**src/rtl/dcm_ctrl.sv**
```systemverilog
// dcm_ctrl: sequences the DCM reset, qualifies lock, and gates the downstream system reset.
// Define DCM_CTRL_LOSS_CNT_EN to add the lock_loss_cnt output.
module dcm_ctrl #(
  parameter int unsigned RST_CYCLES   = 8,
  parameter int unsigned LOCK_TIMEOUT = 40000,
  parameter int unsigned LOCK_STABLE  = 256,
  parameter int unsigned MAX_RETRY    = 15
) (
  input  logic       clk_in,
  input  logic       reset,
  input  logic       locked_in,
  input  logic [7:0] status_in,
  input  logic       relock_req,
  output logic       dcm_reset,
  output logic       sys_reset,
  output logic       clk_ok,
  output logic       fail,
`ifdef DCM_CTRL_LOSS_CNT_EN
  output logic [7:0] lock_loss_cnt,
`endif
  output logic [3:0] retry_cnt
);

  localparam int unsigned MaxA   = (RST_CYCLES > LOCK_TIMEOUT) ? RST_CYCLES : LOCK_TIMEOUT;
  localparam int unsigned MaxCnt = (MaxA > LOCK_STABLE) ? MaxA : LOCK_STABLE;
  localparam int unsigned CntW   = $clog2(MaxCnt);

  localparam logic [CntW-1:0] LdRst     = CntW'(RST_CYCLES - 1);
  localparam logic [CntW-1:0] LdTimeout = CntW'(LOCK_TIMEOUT - 1);
  localparam logic [CntW-1:0] LdStable  = CntW'(LOCK_STABLE - 1);
  localparam logic [CntW-1:0] CntOne    = CntW'(1);
  localparam logic [3:0]      MaxRetry  = 4'(MAX_RETRY);

  localparam logic [2:0] StRstAssert = 3'd0;
  localparam logic [2:0] StWaitLock  = 3'd1;
  localparam logic [2:0] StStableChk = 3'd2;
  localparam logic [2:0] StRun       = 3'd3;
  localparam logic [2:0] StFail      = 3'd4;

  logic [2:0]      r_state, w_state_d;
  logic [CntW-1:0] r_cnt, w_cnt_d;
  logic [3:0]      r_retry_cnt, w_retry_cnt_d;
  logic            r_lock_meta, r_lock_s, r_fx_meta, r_fx_s;
  logic            r_dcm_reset, r_sys_reset, r_clk_ok, r_fail;
  logic            w_good, w_loss_event;
  logic            w_unused_status;

  assign w_unused_status = ^{status_in[7:3], status_in[1:0]};
  assign w_good          = r_lock_s & ~r_fx_s;

  always_comb begin
    w_state_d     = r_state;
    w_cnt_d       = r_cnt;
    w_retry_cnt_d = r_retry_cnt;
    w_loss_event  = 1'b0;
    case (r_state)
      StRstAssert: begin
        if (relock_req) begin
          w_cnt_d = LdRst;
        end else if (r_cnt == '0) begin
          w_cnt_d   = LdTimeout;
          w_state_d = StWaitLock;
        end else begin
          w_cnt_d = r_cnt - CntOne;
        end
      end
      StWaitLock: begin
        if (relock_req) begin
          w_cnt_d   = LdRst;
          w_state_d = StRstAssert;
        end else if (w_good) begin
          w_cnt_d   = LdStable;
          w_state_d = StStableChk;
        end else if (r_cnt == '0) begin
          if (r_retry_cnt == MaxRetry) begin
            w_state_d = StFail;
          end else begin
            w_retry_cnt_d = r_retry_cnt + 4'd1;
            w_cnt_d       = LdRst;
            w_state_d     = StRstAssert;
          end
        end else begin
          w_cnt_d = r_cnt - CntOne;
        end
      end
      StStableChk: begin
        if (relock_req) begin
          w_cnt_d   = LdRst;
          w_state_d = StRstAssert;
        end else if (!w_good) begin
          if (r_retry_cnt == MaxRetry) begin
            w_state_d = StFail;
          end else begin
            w_retry_cnt_d = r_retry_cnt + 4'd1;
            w_cnt_d       = LdRst;
            w_state_d     = StRstAssert;
          end
        end else if (r_cnt == '0) begin
          w_state_d = StRun;
        end else begin
          w_cnt_d = r_cnt - CntOne;
        end
      end
      StRun: begin
        // A lost lock and an explicit relock both start a fresh sequence; only loss is counted.
        if (relock_req || !w_good) begin
          w_loss_event  = !relock_req;
          w_retry_cnt_d = 4'd0;
          w_cnt_d       = LdRst;
          w_state_d     = StRstAssert;
        end
      end
      StFail: begin
        if (relock_req) begin
          w_retry_cnt_d = 4'd0;
          w_cnt_d       = LdRst;
          w_state_d     = StRstAssert;
        end
      end
      default: begin
        w_retry_cnt_d = 4'd0;
        w_cnt_d       = LdRst;
        w_state_d     = StRstAssert;
      end
    endcase
  end

  always_ff @(posedge clk_in) begin
    if (reset) begin
      r_state     <= StRstAssert;
      r_cnt       <= LdRst;
      r_retry_cnt <= 4'd0;
      r_lock_meta <= 1'b0;
      r_lock_s    <= 1'b0;
      r_fx_meta   <= 1'b0;
      r_fx_s      <= 1'b0;
      r_dcm_reset <= 1'b1;
      r_sys_reset <= 1'b1;
      r_clk_ok    <= 1'b0;
      r_fail      <= 1'b0;
    end else begin
      r_state     <= w_state_d;
      r_cnt       <= w_cnt_d;
      r_retry_cnt <= w_retry_cnt_d;
      r_lock_meta <= locked_in;
      r_lock_s    <= r_lock_meta;
      r_fx_meta   <= status_in[2];
      r_fx_s      <= r_fx_meta;
      // Outputs decode the next state so they change on the same edge as the state.
      r_dcm_reset <= (w_state_d == StRstAssert) || (w_state_d == StFail);
      r_sys_reset <= (w_state_d != StRun);
      r_clk_ok    <= (w_state_d == StRun);
      r_fail      <= (w_state_d == StFail);
    end
  end

  assign dcm_reset = r_dcm_reset;
  assign sys_reset = r_sys_reset;
  assign clk_ok    = r_clk_ok;
  assign fail      = r_fail;
  assign retry_cnt = r_retry_cnt;

`ifdef DCM_CTRL_LOSS_CNT_EN
  logic [7:0] r_loss_cnt;

  always_ff @(posedge clk_in) begin
    if (reset) begin
      r_loss_cnt <= 8'd0;
    end else if (w_loss_event && (r_loss_cnt != 8'hff)) begin
      r_loss_cnt <= r_loss_cnt + 8'd1;
    end
  end

  assign lock_loss_cnt = r_loss_cnt;
`else
  logic w_unused_loss;
  assign w_unused_loss = w_loss_event;
`endif

endmodule

```
**config.mk**
```make
export PLATFORM = sky130hd
export DESIGN_NAME = dcm_ctrl
export DESIGN_NICKNAME = d
export VERILOG_FILES = /design/src/rtl/dcm_ctrl.sv
export SDC_FILE = /design/constraint.sdc
export NUM_CORES = 1
export LEC_CHECK = 0
export CORE_ASPECT_RATIO = 1.2
export CORE_UTILIZATION = 43
export CTS_CLUSTER_SIZE = 12
export DETAILED_ROUTE_END_ITERATION = 12
export PLACE_DENSITY_LB_ADDON = 0.3
export SETUP_SLACK_MARGIN = 0.2
export SLEW_MARGIN = 20
export SYNTH_ARGS = -nofsm -noshare
export SYNTH_HDL_FRONTEND = slang
export SYNTH_SLANG_ARGS = --single-unit
```
**constraint.sdc**
```tcl
create_clock -name clk_in -period 4.05 [get_ports clk_in]
set_clock_uncertainty 0.15 [all_clocks]
set_input_delay 0.6075 -clock clk_in [delete_from_list [all_inputs] [get_ports clk_in]]
set_output_delay 0.6075 -clock clk_in [all_outputs]
set_load 0.01 [all_outputs]
```
==> flow_metrics.tcl, run 1 <==
set metrics [dict create \
    htreeDepth 2 \
    drive_above_1_share_pct 8.27 \
    grt_pass1_wl_mm 8.99 \
    async_flop_share_pct 0 \
    period_minus_slack_ps 2830 \
    antenna_cells 0 \
    ff2ff_path_depth 8 \
    grt_start_max_net_pins 22 \
    p_leak_nw 0.829 \
    grt.overflow.total 0 \
    path_max_fanout 11 \
    p_comb_share_pct 5.3 \
    wire_per_inst_um 16.2 \
    wl_met2_mm 2.64 \
    drc 0 \
    via_count 2071 \
    die-area_mm2 0.00531 \
    hold_depth 1 \
    clk_path_buf_depth 2 \
    clock_power_share_pct 51.4 \
    syn_area_mm2 0.00216 \
    dominantRegCellSynth "dfxtp_1" \
    viasPerCell 6.16 \
    ant_nets 0 \
    setup_viol_count_final 0 \
    power_density_mw_per_mm2 302 \
    clk_latency_ps 290 \
    avgSynthCellArea_um2 7.79 \
    drt_iter0_markers 177 \
    crit_end "r_cnt[8]" \
    postCtsSetupRepairBufs 0 \
    startpoint "r_cnt[0]" \
    max_slew_margin_pct 47.1 \
    clk_pin_slew_worst_paths_ps 70 \
    outcome "finished clean" \
    dp_hpwl_mm 3.85 \
    wl_mm 5.44 \
    hold_class "register to register" \
    ff2ff_setup_slack_ps 1220 \
    synth-edff-count 0 \
    layout_common_cells "31 x dfxtp_1, 29 x nor2_1, 25 x nand2_1" \
    yosysUniqueCellTypes 67 \
    regToRegEndpoint "r_cnt[8]" \
    grt_pass1_vias 1877 \
    cp.depth 8 \
    start_util_pct 46.0 \
    critPathRequiredTime_ps 4100 \
    cp.arrival_ps 2880 \
    gp_congestion 0.915 \
    p_seq_share_pct 43.2 \
    report.final.slew_viol_count 0 \
    slowest_delay_ps 520 \
    rsz0062_at_grt "no" \
    area_growth_pct 10.1 \
    syn_inst 277 \
    grtUsageTotal_pct 22.5 \
    synth.ff_latch_count 31 \
    grt_antenna_before_repair 0 \
    nets 291 \
    critPathCaptureType "register" \
    die_y_um 79.6 \
    path_cells "inv_1 > ha_1 > nor3b_2 > nand4_2 > o22a_1 > a31oi_4 > o21ai_0 > o31ai_1" \
    timing.fmax_mhz 354 \
    numPortBuffers 12 \
    cts_buffers 5 \
    netSwitchingFraction_pct 20.8 \
    ios 20 \
    core-area_mm2 0.00470 \
    tightest_slew_ps 787 \
    worst_path_max_delay_cell "nor3b_2" \
    timing.rr.start "r_cnt[0]" \
    cts_tree "done" \
    crit_buf_inv 1 \
    cts_sinks 31 \
    startpoint_type "register" \
    yosysWarnings 0 \
    highest_layer "met4" \
    dr_wl_met3_um 221 \
    cts_root_buffer "clkbuf_8" \
    rows 27 \
    maxCapViolations 0 \
    die_w_um 66.7 \
    intPower_mw 0.569 \
    critPathTopFamily "compound AO/OA/AOI/OAI gates" \
    cts_resized 0 \
    fin_setup_tns_ps 0 \
    yosysSeqAreaShare_pct 28.8 \
    syn-num-nets 291 \
    hold_viol 0 \
    wl_met1_mm 2.44 \
    min_period_over_period_pct 69.8 \
    vdd_drop_max_uv 158 \
    switching_power_mw 0.149 \
    dr.pass1.iters 4 \
    critical_path_class "register to register" \
    layout_commonest_cell "dfxtp_1" \
    hold_ws_ps 289 \
    holdBufCountCts 0 \
]
==> cell usage after synthesis, drive strengths merged, types with 2 or more instances <==
library cell	count	share of area [%]
o22ai	8	2.6
or4	2	0.70
a311oi	3	1.2
xnor2	3	1.2
ha	2	1.2
o32ai	3	1.2
nor2b	11	3.2
dfxtp	31	29
nor2	29	5.0
a22oi	2	0.70
nand3	10	2.3
a31oi	5	2.1
o41ai	3	1.2
nor4	7	3.0
o31ai	5	1.7
a211o	2	0.81
o2111ai	2	0.81
o21a	3	1.0
inv	7	1.2
a22o	3	1.2
or3	2	0.58
nor4b	2	0.81
or3b	2	0.81
nand4	5	1.7
o2bb2ai	2	0.81
o22a	2	0.81
buf	10	3.4
and3	5	1.4
clkbuf	12	2.6
a21boi	4	1.4
o21ai	17	3.9
nand3b	2	0.70
a2bb2oi	2	0.81
a21oi	12	3.5
and2	2	0.58
nand2b	4	1.2
nor3b	4	1.6
nand2	25	4.3
nor3	8	1.9
mux2i	2	0.93
==> layout make-up <==
cell class	count	area, um2
tap	58	72.6
clock inverter	2	60.1
inverter	7	26.3
clock buffer	6	72.6
sequential	31	621
fill	460	2320
multi-input combinational	217	1380
timing repair buffer	15	143
==> stage by stage <==
stage          cell area [um2]  setup WS [ps]  utilization [%]  total power [mW]  instances
6_report                  2380           1220             50.6             0.718        336
5_1_grt                   2380           1030             50.6             0.741        336
4_1_cts                   2380           1260             50.6             0.724        336
3_5_place_dp              2240           1190             47.8             0.355        328
3_3_place_gp              2240           1190             47.8             0.355        328
2_1_floorplan             2160           1710                -             0.344        277
==> power by group through the flow <==
stage                     sequential, mW  clock [mW]  combinational [mW]
after global routing               0.311       0.388              0.0420
after detailed placement           0.317           0              0.0378
final                              0.310       0.369              0.0383
after floorplan                    0.316           0              0.0282
after CTS                          0.310       0.376              0.0380
after global placement             0.317           0              0.0377
==> kinds of logic (layout without fill, tap and decap cells) <==
logic type	count (synthesis)	after routing	share of synthesized area, %
AOI/OAI and AO/OA	85	85	28.7
xor gates and xnor gates	3	3	1.22
adders and majority gates	2	2	1.16
buffers and inverters	29	30	7.25
DFF	31	31	28.8
muxes	3	3	1.45
and+or+nand+nor	124	124	31.5
==> state kept, by name, indices dropped and copies added (netlist names) <==
name,cells
r_lock_s,1
r_fx_meta,1
r_lock_meta,1
clk_ok,1
r_cnt,16
r_fx_s,1
fail,1
retry_cnt,4
r_state,3
sys_reset,1
dcm_reset,1
==> worst reg2reg max path: stages (launching register included) <==
cell and delay (ps):
dfxtp_1 400, inv_1 100, ha_1 220, nor3b_2 520
nand4_2 380, o22a_1 490, a31oi_4 280, o21ai_0 120
o31ai_1 80
==> layer usage <==
layer | vias up | global-route usage (%)
li1 | 1036 | -
met1 | 971 | 27.3
met2 | 51 | 36.5
met3 | 13 | 4.00
met4 | 0 | 13.4
met5 | - | 0
==> worst min path at each step <==
stage	from	to	slack, ps
after floorplan	r_fx_meta	r_fx_s	260
after CTS	r_fx_meta	r_fx_s	290
after global placement	r_lock_meta	r_lock_s	270
after global routing	r_fx_meta	r_fx_s	320
final	r_fx_meta	r_fx_s	290
after detailed placement	r_fx_meta	r_fx_s	280
Note: power is estimated with default switching activity, not from simulation.
==> run 2: changes to the inputs <==
clock period = 2.9 ns   (was 4.05 ns; I/O delays follow)
==> flow_metrics.tcl, run 2 (synthesis results as in run 1) <==
set metrics [dict create \
    grt.overflow.total 0 \
    p_leak_nw 0.865 \
    outcome "finished clean" \
    postCtsSetupRepairBufs 0 \
    critPathRequiredTime_ps 2920 \
    die_w_um 66.7 \
    largest_reg_flops 16 \
    dpl-instance-area_mm2 0.00231 \
    antenna_cells 0 \
    clk_path_buf_depth 2 \
    clk_pin_slew_worst_paths_ps 70 \
    critPathCaptureType "register" \
    clk_latency_ps 290 \
    core-area_mm2 0.00470 \
    die_y_um 79.6 \
    cts_tree "done" \
    timing.fmax_mhz 407 \
    numPortBuffers 12 \
    cp.arrival_ps 2470 \
    hold_viol 0 \
    critPathTopFamily "compound AO/OA/AOI/OAI gates" \
    period_minus_slack_ps 2460 \
    clock_power_share_pct 46.7 \
    wl_met1_mm 2.42 \
    area_growth_pct 12.3 \
    wl_mm 5.51 \
    report.final.slew_viol_count 0 \
    tightest_slew_ps 645 \
    via_count 2095 \
    ant_nets 0 \
    dr_wl_met3_um 281 \
    slowest_delay_ps 490 \
    final_cell_area_mm2 0.00242 \
    setup_viol_count_final 0 \
    startpoint_type "register" \
    hold_class "register to register" \
    wire_per_inst_um 16.0 \
    worst_path_max_delay_cell "o22a_1" \
    cts_sinks 31 \
    cts_resized 0 \
    cts_buffers 5 \
    crit_buf_inv 2 \
    maxCapViolations 0 \
    layout_commonest_cell "dfxtp_1" \
    start_util_pct 46.0 \
    drive_above_1_share_pct 11.5 \
    power_density_mw_per_mm2 379 \
    grt_start_max_net_pins 22 \
    rsz0062_at_grt "no" \
    p_comb_share_pct 6.3 \
    rows 27 \
    htreeDepth 2 \
    netSwitchingFraction_pct 22.8 \
    vdd_drop_max_uv 330 \
    path_max_fanout 11 \
    wl_met2_mm 2.74 \
    layout_common_cells "31 x dfxtp_1, 29 x nor2_1, 25 x nand2_1" \
    grt_pass1_wl_mm 9.18 \
    dp_hpwl_mm 3.98 \
    top_register "r_cnt" \
    min_period_over_period_pct 84.8 \
    path_cells "inv_1 > ha_1 > nor3b_2 > buf_4 > nand4_2 > o22a_1 > a31oi_4 > o21ai_0 > o31ai_1" \
    max_slew_margin_pct 56.6 \
    drt_iter0_markers 151 \
    switching_power_mw 0.209 \
    die-area_mm2 0.00531 \
    p_seq_share_pct 47.0 \
    grtUsageTotal_pct 22.7 \
    grt_antenna_before_repair 0 \
    ios 20 \
    nets 300 \
    highest_layer "met4" \
    holdBufCountCts 0 \
    viasPerCell 6.07 \
    intPower_mw 0.709 \
    cts_root_buffer "clkbuf_8" \
    grt_pass1_vias 1941 \
    gp_congestion 0.915 \
    fin_setup_tns_ps 0 \
    drc 0 \
    dr.pass1.iters 4 \
    critical_path_class "register to register" \
]
run 2: changes by cell type in the layout (fill, tap and decap cells not counted), sizes merged:
cell and delta:
clkinv +2, buf +9, bufinv -1, clkbuf -1
run 2: metrics by stage:
step	setup slack, ps	hold slack, ps	total power, mW	instances	utilization (%)
global placement	482	266	0.497	337	49.2
finish	442	292	0.918	345	51.6
CTS	470	295	0.928	345	51.6
global route	322	313	0.953	345	51.6
detailed placement	368	277	0.498	337	49.2
floorplan	562	264	0.480	277	-
run 2: routing by layer:
layer	vias up	global-route usage, %
met1	979	27.0
met2	59	40.1
li1	1049	-
met3	8	4.14
met4	0	7.45
met5	-	0
run 2: path summary, 6_finish.rpt:
kind | depth (start not counted) | to | slack [ps] | from
max | 9 | r_cnt[8] | 440 | r_cnt[1]
min | 1 | r_lock_s | 290 | r_lock_meta
max reg2reg | 9 | r_cnt[8] | 440 | r_cnt[1]
min reg2reg | 1 | r_lock_s | 290 | r_lock_meta
run 2: layout make-up:
type                       instances  area [um2]
fill                             474        2270
multi-input combinational        217        1380
sequential                        31         621
timing repair buffer              24         210
tap                               58        72.6
clock buffer                       5        68.8
clock inverter                     3        43.8
inverter                           7        26.3
run 2: power by group through the flow:
stage	clock network (mW)	registers, mW	logic, mW
2_1_floorplan	0	0.441	0.0394
3_3_place_gp	0	0.442	0.0559
3_5_place_dp	0	0.442	0.0569
4_1_cts	0.439	0.432	0.0573
5_1_grt	0.458	0.432	0.0630
6_report	0.428	0.432	0.0578
==> run 3: changes to the inputs <==
clock period = 2.3 ns   (was 2.9 ns; I/O delays follow)
==> flow_metrics.tcl, run 3 (synthesis results as in run 1) <==
set metrics [dict create \
    path_cells "inv_4 > ha_4 > nor3b_4 > buf_6 > and4_4 > buf_12 > o22ai_4 > a21oi_4 > mux2i_1 > nor2_1" \
    max_slew_margin_pct 66.8 \
    largest_reg_flops 16 \
    start_util_pct 46.0 \
    wire_per_inst_um 16.3 \
    grt_pass1_vias 2083 \
    intPower_mw 0.904 \
    critical_path_class "register to register" \
    p_leak_nw 1.02 \
    htreeDepth 2 \
    slowest_delay_ps 370 \
    worst_path_max_delay_cell "dfxtp_4" \
    finalPower_mw 1.19 \
    viasPerCell 5.96 \
    grtUsageTotal_pct 24.0 \
    fin_setup_tns_ps 0 \
    dr.pass1.iters 4 \
    cts_buffers 5 \
    clk_latency_ps 290 \
    report.final.slew_viol_count 0 \
    cts_sinks 31 \
    drc 0 \
    cts_root_buffer "clkbuf_8" \
    via_count 2206 \
    die_y_um 79.6 \
    hold_viol 0 \
    outcome "finished clean" \
    critPathCaptureType "register" \
    register_area_um2 627 \
    holdBufCountCts 0 \
    core-area_mm2 0.00470 \
    p_seq_share_pct 46.0 \
    maxCapViolations 0 \
    grt_antenna_before_repair 0 \
    vdd_drop_max_uv 404 \
    die-area_mm2 0.00531 \
    numPortBuffers 12 \
    hold_class "register to register" \
    gp_congestion 0.910 \
    ant_nets 0 \
    fillCellCount 431 \
    top_register "r_cnt" \
    layout_common_cells "31 x buf_4, 28 x nor2_1, 28 x dfxtp_1" \
    power_density_mw_per_mm2 427 \
    path_max_fanout 5 \
    wl_mm 6.04 \
    grt.overflow.total 0 \
    grt_start_max_net_pins 18 \
    grt_pass1_wl_mm 9.63 \
    antenna_cells 0 \
    setup_viol_count_final 0 \
    area_growth_pct 28.5 \
    nets 325 \
    clk_path_buf_depth 2 \
    startpoint_type "register" \
    timing.fmax_mhz 478 \
    min_period_over_period_pct 91.0 \
    die_w_um 66.7 \
    critPathRequiredTime_ps 2330 \
    rows 27 \
    switching_power_mw 0.281 \
    tightest_slew_ps 494 \
    cts_tree "done" \
    timing.rr.start "r_cnt[0]" \
    clock_power_share_pct 46.5 \
    drive_above_1_share_pct 26.0 \
    p_comb_share_pct 7.5 \
    clk_pin_slew_worst_paths_ps 70 \
    rsz0062_at_grt "yes" \
    drt_iter0_markers 103 \
    ios 20 \
    netSwitchingFraction_pct 23.7 \
    period_minus_slack_ps 2090 \
    multi_input_area_mm2 0.00150 \
    hp-start "r_lock_meta" \
    startpoint "r_cnt[0]" \
    layout_commonest_cell "buf_4" \
    cp.arrival_ps 2120 \
    dp_hpwl_mm 4.31 \
]
[run 3: cell count changes in the layout (fill, tap and decap cells not counted), sizes merged]
cell	before	now
buf	12	37
[run 3: metrics by stage]
stage | utilization (%) | worst slack, ps | instance area, um2 | std cells | hold WS, ps
CTS | 56.0 | 180 | 2630 | 364 | 298
global placement | 53.3 | 88.6 | 2500 | 356 | 267
floorplan | - | 195 | 2220 | 277 | 264
detailed placement | 53.3 | 71.4 | 2500 | 356 | 281
finish | 59.1 | 206 | 2770 | 370 | 294
global route | 59.1 | 125 | 2770 | 370 | 325
[run 3: per-layer routing]
| metal | up-vias | track usage [%] | part of all wire [%] |
|---|---|---|---|
| met5 | - | 0 | 0 |
| met4 | 0 | 11.7 | 2.1 |
| met3 | 10 | 4.00 | 4.1 |
| met2 | 47 | 41.7 | 51 |
| met1 | 1047 | 27.9 | 43 |
| li1 | 1102 | - | - |
[run 3: critical path: cells and delay by family (launching register included)]
kind | cells | cell delay, ps
compound gates | 2 | 250
fa+ha+maj | 1 | 140
buf+inv | 3 | 330
flops | 1 | 370
mux | 1 | 210
simple gates | 3 | 530
[run 3: power groups by stage]
stage | sequential (mW) | clock (mW) | combinational, mW
6_report | 0.545 | 0.552 | 0.0883
3_3_place_gp | 0.558 | 0 | 0.0835
4_1_cts | 0.546 | 0.560 | 0.0853
2_1_floorplan | 0.556 | 0 | 0.0556
3_5_place_dp | 0.558 | 0 | 0.0842
5_1_grt | 0.546 | 0.580 | 0.0964
[run 3: cell type report]
class	count	share of cell area [%]
clock buffers	5	2.48
clock inverters	3	1.58
inverters	7	1.04
multi-input cells	217	54.2
flip-flops and latches	31	22.6
well taps	58	2.62
repair buffers	49	15.5
[run 3: what timing repair did]
| item | 4_1_cts | 5_1_grt |
|---|---|---|
| endpoints found under the setup margin | 13 | 22 |
| pin swaps | 1 | 10 |
| setup buffers | 0 | 6 |
| gates resized for setup | 6 | 24 |
[run 3: path summary, 6_finish.rpt]
check,to,slack [ps],depth (start not counted)
setup / recovery,retry_cnt[1],210,10
hold / removal,r_lock_s,290,1
setup reg to reg,retry_cnt[1],210,10
hold reg to reg,r_lock_s,290,1
